**src/rtl/fs_pkg.sv**
```systemverilog
// rtl/fs_pkg.sv - shared types and constants for the bit-serial subtractor
package fs_pkg;

    typedef enum logic [1:0] {
        IDLE = 2'd0,
        RUN  = 2'd1,
        DONE = 2'd2
    } fs_state_t;

    localparam int DEFAULT_WIDTH = 8;
    localparam int CNT_W         = $clog2(DEFAULT_WIDTH);

endpackage

```
**src/rtl/serial_sub_ctrl_if.sv**
```systemverilog
// rtl/serial_sub_ctrl_if.sv - requester <-> subtractor start/done handshake
interface serial_sub_ctrl_if #(
    parameter int WIDTH = 8
);
    logic             start;
    logic [WIDTH-1:0] a;
    logic [WIDTH-1:0] b;
    logic             bin;
    logic             busy;
    logic             done;
    logic [WIDTH-1:0] d;
    logic             bout;

    modport master (
        output start, a, b, bin,
        input  busy, done, d, bout
    );

    modport slave (
        input  start, a, b, bin,
        output busy, done, d, bout
    );
endinterface

```
**src/rtl/fs_cell.sv**
```systemverilog
// rtl/fs_cell.sv - single-bit combinational full subtractor
module fs_cell (
    input  logic a,
    input  logic b,
    input  logic cin,
    output logic d,
    output logic cout
);
    assign d    = a ^ b ^ cin;
    assign cout = (~a & b) | (~(a ^ b) & cin);
endmodule

```
**src/rtl/serial_sub_ctrl.sv**
```systemverilog
// rtl/serial_sub_ctrl.sv - computes d = a - b - bin one bit per clock, LSB first
module serial_sub_ctrl
    import fs_pkg::*;
#(
    parameter int WIDTH = 8
) (
    input  logic              clk,
    input  logic              rst,
    serial_sub_ctrl_if.slave  bus
);
    localparam int CW = $clog2(WIDTH);

    fs_state_t        state;
    logic [WIDTH-1:0] sa;
    logic [WIDTH-1:0] sb;
    logic [WIDTH-1:0] acc;
    logic [CW-1:0]    cnt;
    logic             br;
    logic             busy_r;
    logic             done_r;
    logic [WIDTH-1:0] d_r;
    logic             bout_r;
    logic             cell_d;
    logic             cell_b;

    fs_cell u_cell (
        .a    (sa[0]),
        .b    (sb[0]),
        .cin  (br),
        .d    (cell_d),
        .cout (cell_b)
    );

    always_ff @(posedge clk) begin
        if (rst) begin
            state  <= IDLE;
            busy_r <= 1'b0;
            done_r <= 1'b0;
            d_r    <= '0;
            bout_r <= 1'b0;
            br     <= 1'b0;
            cnt    <= '0;
            acc    <= '0;
            sa     <= '0;
            sb     <= '0;
        end else begin
            done_r <= 1'b0;
            case (state)
                IDLE: begin
                    // start is only honoured here, so requests during RUN/DONE are dropped
                    if (bus.start) begin
                        sa     <= bus.a;
                        sb     <= bus.b;
                        br     <= bus.bin;
                        cnt    <= '0;
                        acc    <= '0;
                        busy_r <= 1'b1;
                        state  <= RUN;
                    end
                end
                RUN: begin
                    acc <= {cell_d, acc[WIDTH-1:1]};
                    sa  <= sa >> 1;
                    sb  <= sb >> 1;
                    br  <= cell_b;
                    cnt <= cnt + 1'b1;
                    if (cnt == CW'(WIDTH - 1)) begin
                        busy_r <= 1'b0;
                        state  <= DONE;
                    end
                end
                DONE: begin
                    d_r    <= acc;
                    bout_r <= br;
                    done_r <= 1'b1;
                    state  <= IDLE;
                end
                default: begin
                    busy_r <= 1'b0;
                    state  <= IDLE;
                end
            endcase
        end
    end

    assign bus.busy = busy_r;
    assign bus.done = done_r;
    assign bus.d    = d_r;
    assign bus.bout = bout_r;
endmodule

```
**src/flat_wrapper.sv**
```systemverilog
// flat-port wrapper written by rule: the top's interface ports become plain ports
module serial_sub_ctrl_flat import fs_pkg::*;
#(
    parameter int WIDTH = 8
)
  (clk, rst, bus_start, bus_a, bus_b, bus_bin, bus_busy, bus_done, bus_d, bus_bout);
  serial_sub_ctrl_if #(.WIDTH(WIDTH)) bus_i ();
  input  logic clk;
  input  logic rst;
  input wire logic [$bits(bus_i.start)-1:0] bus_start;
  input wire logic [$bits(bus_i.a)-1:0] bus_a;
  input wire logic [$bits(bus_i.b)-1:0] bus_b;
  input wire logic [$bits(bus_i.bin)-1:0] bus_bin;
  output wire logic [$bits(bus_i.busy)-1:0] bus_busy;
  output wire logic [$bits(bus_i.done)-1:0] bus_done;
  output wire logic [$bits(bus_i.d)-1:0] bus_d;
  output wire logic [$bits(bus_i.bout)-1:0] bus_bout;
  assign bus_i.start = bus_start;
  assign bus_i.a = bus_a;
  assign bus_i.b = bus_b;
  assign bus_i.bin = bus_bin;
  assign bus_busy = bus_i.busy;
  assign bus_done = bus_i.done;
  assign bus_d = bus_i.d;
  assign bus_bout = bus_i.bout;
  serial_sub_ctrl #(.WIDTH(WIDTH)) u_core (.clk(clk), .rst(rst), .bus(bus_i));
endmodule
```
**config.mk**
```make
export PLATFORM = sky130hd
export DESIGN_NAME = serial_sub_ctrl_flat
export DESIGN_NICKNAME = d
export VERILOG_FILES = /design/src/rtl/fs_pkg.sv /design/src/rtl/serial_sub_ctrl_if.sv /design/src/rtl/fs_cell.sv /design/src/rtl/serial_sub_ctrl.sv /design/src/flat_wrapper.sv
export SDC_FILE = /design/constraint.sdc
export NUM_CORES = 1
export LEC_CHECK = 0
export BUFFER_PORTS_ARGS = -buffer_cell sky130_fd_sc_hd__buf_4
export CORE_AREA = 2 2 67 69
export DETAILED_ROUTE_END_ITERATION = 6
export DIE_AREA = 0 0 69 71
export GPL_TIMING_DRIVEN = 1
export SETUP_SLACK_MARGIN = 0.2
export SLEW_MARGIN = 20
export SYNTH_ARGS = -nofsm -noshare
export SYNTH_HDL_FRONTEND = slang
export SYNTH_SLANG_ARGS = --single-unit
```
**constraint.sdc**
```tcl
create_clock -name clk -period 3.4 [get_ports clk]
set_clock_uncertainty 0.1 [all_clocks]
set_input_delay 0.51 -clock clk [delete_from_list [all_inputs] [get_ports clk]]
set_output_delay 0.51 -clock clk [all_outputs]
set_load 0.02 [all_outputs]
```
**Yosys cells after proc, flatten, opt, wreduce, memory -nomap -nowiden**

Cells that the tools add are included.
W data, S select, Z words.

- Register bits after elaboration: 41
- Input port bits: 20
- Output and inout port bits: 11
- Logic and storage cells: 46

- Mux-type cells: 17
- Eq/ne operators: 5
- Reductions and logical operators: 5
- $add $sub $neg: 1
- Bitwise gates (word level): 8

Operators by type and width:

| kind | number |
|---|---|
| $pmux W8 S2 | 3 |
| $mux W8 | 3 |
| $pmux W3 S2 | 1 |
| $mux W1 | 4 |
| $mux W2 | 2 |
| $pmux W2 S2 | 1 |
| $reduce_and A2 Y1 | 2 |
| $add A3 B1 Y3 const B | 1 |
| $eq A3 B3 Y1 const B | 1 |
| $mux W3 | 1 |
| $not A1 Y1 | 3 |
| $pmux W1 S3 | 1 |
| $reduce_and A3 Y1 | 1 |
| $and A1 B1 Y1 | 2 |
| $eq A2 B1 Y1 const B | 1 |
| $eq A2 B2 Y1 const B | 1 |
| $logic_not A2 Y1 | 1 |
| $ne A2 B1 Y1 const B | 1 |
| $ne A2 B2 Y1 const B | 1 |
| $pmux W1 S2 | 1 |
| $reduce_bool A2 Y1 | 1 |
| $xor A1 B1 Y1 | 2 |
| $or A1 B1 Y1 | 1 |

**Logic depth before layout (Yosys ltp)**

- Depth in word-level cells: 5
- Mapped depth: 5
- Depth with buffers taken out: 5

**Cells and area by module**

From an unflattened synthesis, not the netlist that was laid out.

- Cell total of the unflattened synthesis: 170
- Area total of the unflattened synthesis: 1760.4 µm²

By module, submodules not included:

| module | instances | cells each | area an instance (µm²) |
|---|---|---|---|
| serial_sub_ctrl | 1 | 166 | 1729.2 |
| fs_cell | 1 | 4 | 31.3 |

**Worst setup path before layout**

Ideal clock, no wire load.

- Path kind: input -> register
- From: input bus_start
- To: register u_core.sb[2]
- Path slack: 2.134 ns
- Stages on the path: 4
- Data required time: 3.157 ns
- Library setup time: 0.143 ns
- Buffers on the path: 1
- Arrival: 1.023 ns
- Cell sequence: o21ba_4 -> buf_4 -> nor2_1 -> a211oi_2

- Cells in the longest elaborated chain, start to end: 2

RTL lines:

| element | RTL line | RTL |
|---|---|---|
| start, declared | flat_wrapper.sv:10 | `input wire logic [$bits(bus_i.start)-1:0] bus_start;` |
| $ne A2 B2 Y1 (no line) | n/a |  |
| $reduce_and A2 Y1 (no line) | n/a |  |
| end signal, assigned | serial_sub_ctrl.sv:53 | `sb <= bus.b;` |
| end signal, assigned | serial_sub_ctrl.sv:64 | `sb <= sb >> 1;` |
| end, declared | serial_sub_ctrl.sv:15 | `logic [WIDTH-1:0] sb;` |

Every way passes these cells.
A chain may end at the register's enable or synchronous reset.

**Worst setup path in the final report**

- From: register u_core.state[0]
- To: register u_core.cnt[0]

- Cells in the longest elaborated chain, start to end: 3
- Elaborated cells on any way between the ends: 6
- Those cells by class: eq/ne: 2; mux: 1; reduce/logical: 3

RTL lines:

| element | RTL line | RTL |
|---|---|---|
| start, declared | serial_sub_ctrl.sv:13 | `fs_state_t state;` |
| start signal, assigned | serial_sub_ctrl.sv:36 | `state <= IDLE;` |
| start signal, assigned | serial_sub_ctrl.sv:58 | `state <= RUN;` |
| start signal, assigned | serial_sub_ctrl.sv:69 | `state <= DONE;` |
| $eq A2 B1 Y1 / $logic_not A2 Y1 (equally long branches) | serial_sub_ctrl.sv:48 | `case (state)` |
| $reduce_bool A2 Y1 (no line) / $ne A2 B2 Y1 (equally long branches) | n/a |  |
| $reduce_and A2 Y1 (no line) | n/a |  |
| end signal, assigned | serial_sub_ctrl.sv:66 | `cnt <= cnt + 1'b1;` |
| end, declared | serial_sub_ctrl.sv:17 | `logic [CW-1:0] cnt;` |

Several ways; a longest one is shown, not always the timed one.

==> results.tsv <==
metric	value	unit
syn-num-nets	186	
synth-simple-area-share	11.4	%
die_w	69	um
min-delay-start	u_core.bus.bout	
avgSynthCellArea	10.4	um2
synth-seq-cells	41	
placed_area	0.00191	mm2
grt_pass1_wl	5380	um
finalNonFillerCells	241	
status	completed	
top_level_ports	31	
cts_resized	0	
drt_iter0_drc	59	
finalCritPeriodShare	56.2	%
startpoint	u_core.state[0]	
fin_nets	211	
hold_buffers	0	
gp_congestion	0.713	
synth_adder_area_share	2.65	%
dp_slack	1510	ps
syn_to_final_growth	19.9	%
cts_sinks	41	
synth_top_area_share	48.4	%
worstPathMaxFanout	31	
cp-end-kind	flip-flop	
cts_buffer_depth	2	
hold_path.class	flip-flop to flip-flop	
max_freq	524	MHz
post-cts-setup-buffers	0	
crit_type	flip-flop to flip-flop	
drc	0	
rsz0062_at_grt	no	
slowest_stage	o21ba_4	
antenna_cells	0	
clkTransAtPathRegs	80	ps
synth_edf_count	0	
die_h	71	um
worst-path-buf-inv	1	
layout-drive-gt1-share	30.7	%
total_power	1.03	mW
regArea	821	um2
synth_top_family_by_area	compound AO/OA/AOI/OAI gates	
htreeDepth	2	
antenna_found_initial	0	
maxCapViolations	0	
viasPerCell	4.98	
insertion_delay	300	ps
cts_made_buffers	5	
fin_tns_setup	0	ps
grt_max_degree	33	
core-area	0.00420	mm2
yosysWarnings	0	
multiInputGateArea	781	um2
fin_crit	1910	ps
root_buffer	clkbuf_8	
setup_viol	0	
port_buffers	30	
nFillCells	395	
critPathLaunchType	flip-flop	
finish.utilization	48.4	%
crit_path_max_incr_delay	490	ps
synth_ff_type	dfxtp_1	
p_per_area	507	mW/mm2
grt_pass1_vias	1158	
cts_tree	built	
synthTopCellsByArea	dfxtp_1 (48%), a211oi_2 (11%), mux2i_1 (8.8%), a22o_1 (5.2%), nand2_1 (4.0%)	
dieArea	0.00490	mm2
async_reset_ff_share	0	%
row_count	24	
finalWorstSetupSlack	1490	ps
yosysMostFrequentCell	dfxtp_1	
netlist_area	0.00170	mm2
yosysSeqAreaShare	48.4	%
grt_use_total	13.9	%
hpwl	2200	um
synth_cell_type_count	26	
critPathArrivalTime	2000	ps
power_leakage	0.822	nW
initial_utilization	40.4	%
synth_xor_area_share	0	%
r2r_start	u_core.state[0]	
yosys-top-cells-count	dfxtp_1 (41), nand2_1 (18), nor2_1 (18)	
final_cell_area	0.00203	mm2
drv_slew	0	
drtAntennaViolNets	0	
grt_overflow	0	
crit_chain	buf_4 > o21ba_4 > nor2_2 > mux2_2	
crit_required	3490	ps
synthMuxAreaShare	9.51	%
postSynthCellCount	163	
hold_viol	0	
irDropWorstVdd	0.000314	V
drtPass1Iterations	4	
dp_cells	233	
drt-total-wl	3130	um
tightest_slew	655	ps
wire_per_inst	13.0	um
slew-limit-headroom	56.1	%
critPathTopFamily	compound AO/OA/AOI/OAI gates	
synth_top_area_cell	dfxtp_1	
via_count	1201	
hold_slack	361	ps
synth_compound_area_share	22.4	%
-- final timing paths --
kind	end	slack, ps	depth (start not counted)
setup / recovery	u_core.cnt[0]	1490	4
hold / removal	u_core.bus.bout	360	2
setup reg to reg	u_core.cnt[0]	1490	4
hold reg to reg	u_core.bus.bout	360	2
-- layout by cell type (no fill, tap or decap), drive strengths merged --
master	synthesis	final
a211oi	15	15
o21ai	3	3
dfxtp	41	41
a2111oi	1	1
o41ai	1	1
and2	1	1
a21oi	11	11
inv	4	4
bufinv	0	1
o21ba	1	1
nor2	19	19
clkinvlp	0	1
nand2	18	18
nor3b	1	1
a22o	10	10
fa	1	1
ha	2	2
nor2b	2	2
mux2	1	1
mux2i	15	15
clkbuf	0	6
nand2b	1	1
buf	13	31
nand3b	2	2
-- sequential cells by signal, summed over array words and instances (netlist names) --
signal / cells
u_core.acc: 8
u_core.br: 1
u_core.bus.bout: 1
u_core.bus.busy: 1
u_core.bus.d: 8
u_core.bus.done: 1
u_core.cnt: 3
u_core.sa: 8
u_core.sb: 8
u_core.state: 2
-- where the power goes --
group | internal (mW) | total, mW | leakage (nW) | switching (mW)
Sequential | 0.502 | 0.515 | 0.335 | 0.0131
Clock | 0.239 | 0.406 | 0.0574 | 0.167
Combinational | 0.0531 | 0.110 | 0.429 | 0.0569
-- final cells by class --
cell class              instances  share of cell area [%]
flip-flops and latches         41                    40.3
multi-input cells             105                    38.4
repair buffers                 31                    11.4
clock buffers                   6                    4.06
well taps                      52                    3.20
clock inverters                 2                    1.85
inverters                       4                   0.738
-- logic make-up (layout without fill, tap and decap cells) --
group	Yosys count	in the layout
adder cells (fa/ha/maj)	3	3
AND/OR/NAND/NOR	44	44
buffers and inverters	17	43
flip-flops	41	41
multiplexers	16	16
AO/OA/AOI/OAI	42	42
-- worst min-delay path: stages, from the launching register on --
cell,delay (ps)
dfxtp_1,310
nand2_1,50
a21oi_1,50
-- layer usage --
metal	track usage [%]	up-vias	part of all wire, %
met3	5.41	7	5.6
met1	16.9	549	47
met4	6.10	0	1.8
li1	-	617	-
met5	0	-	0
met2	21.8	28	45
No activity file was read; power rests on OpenSTA's default activity.
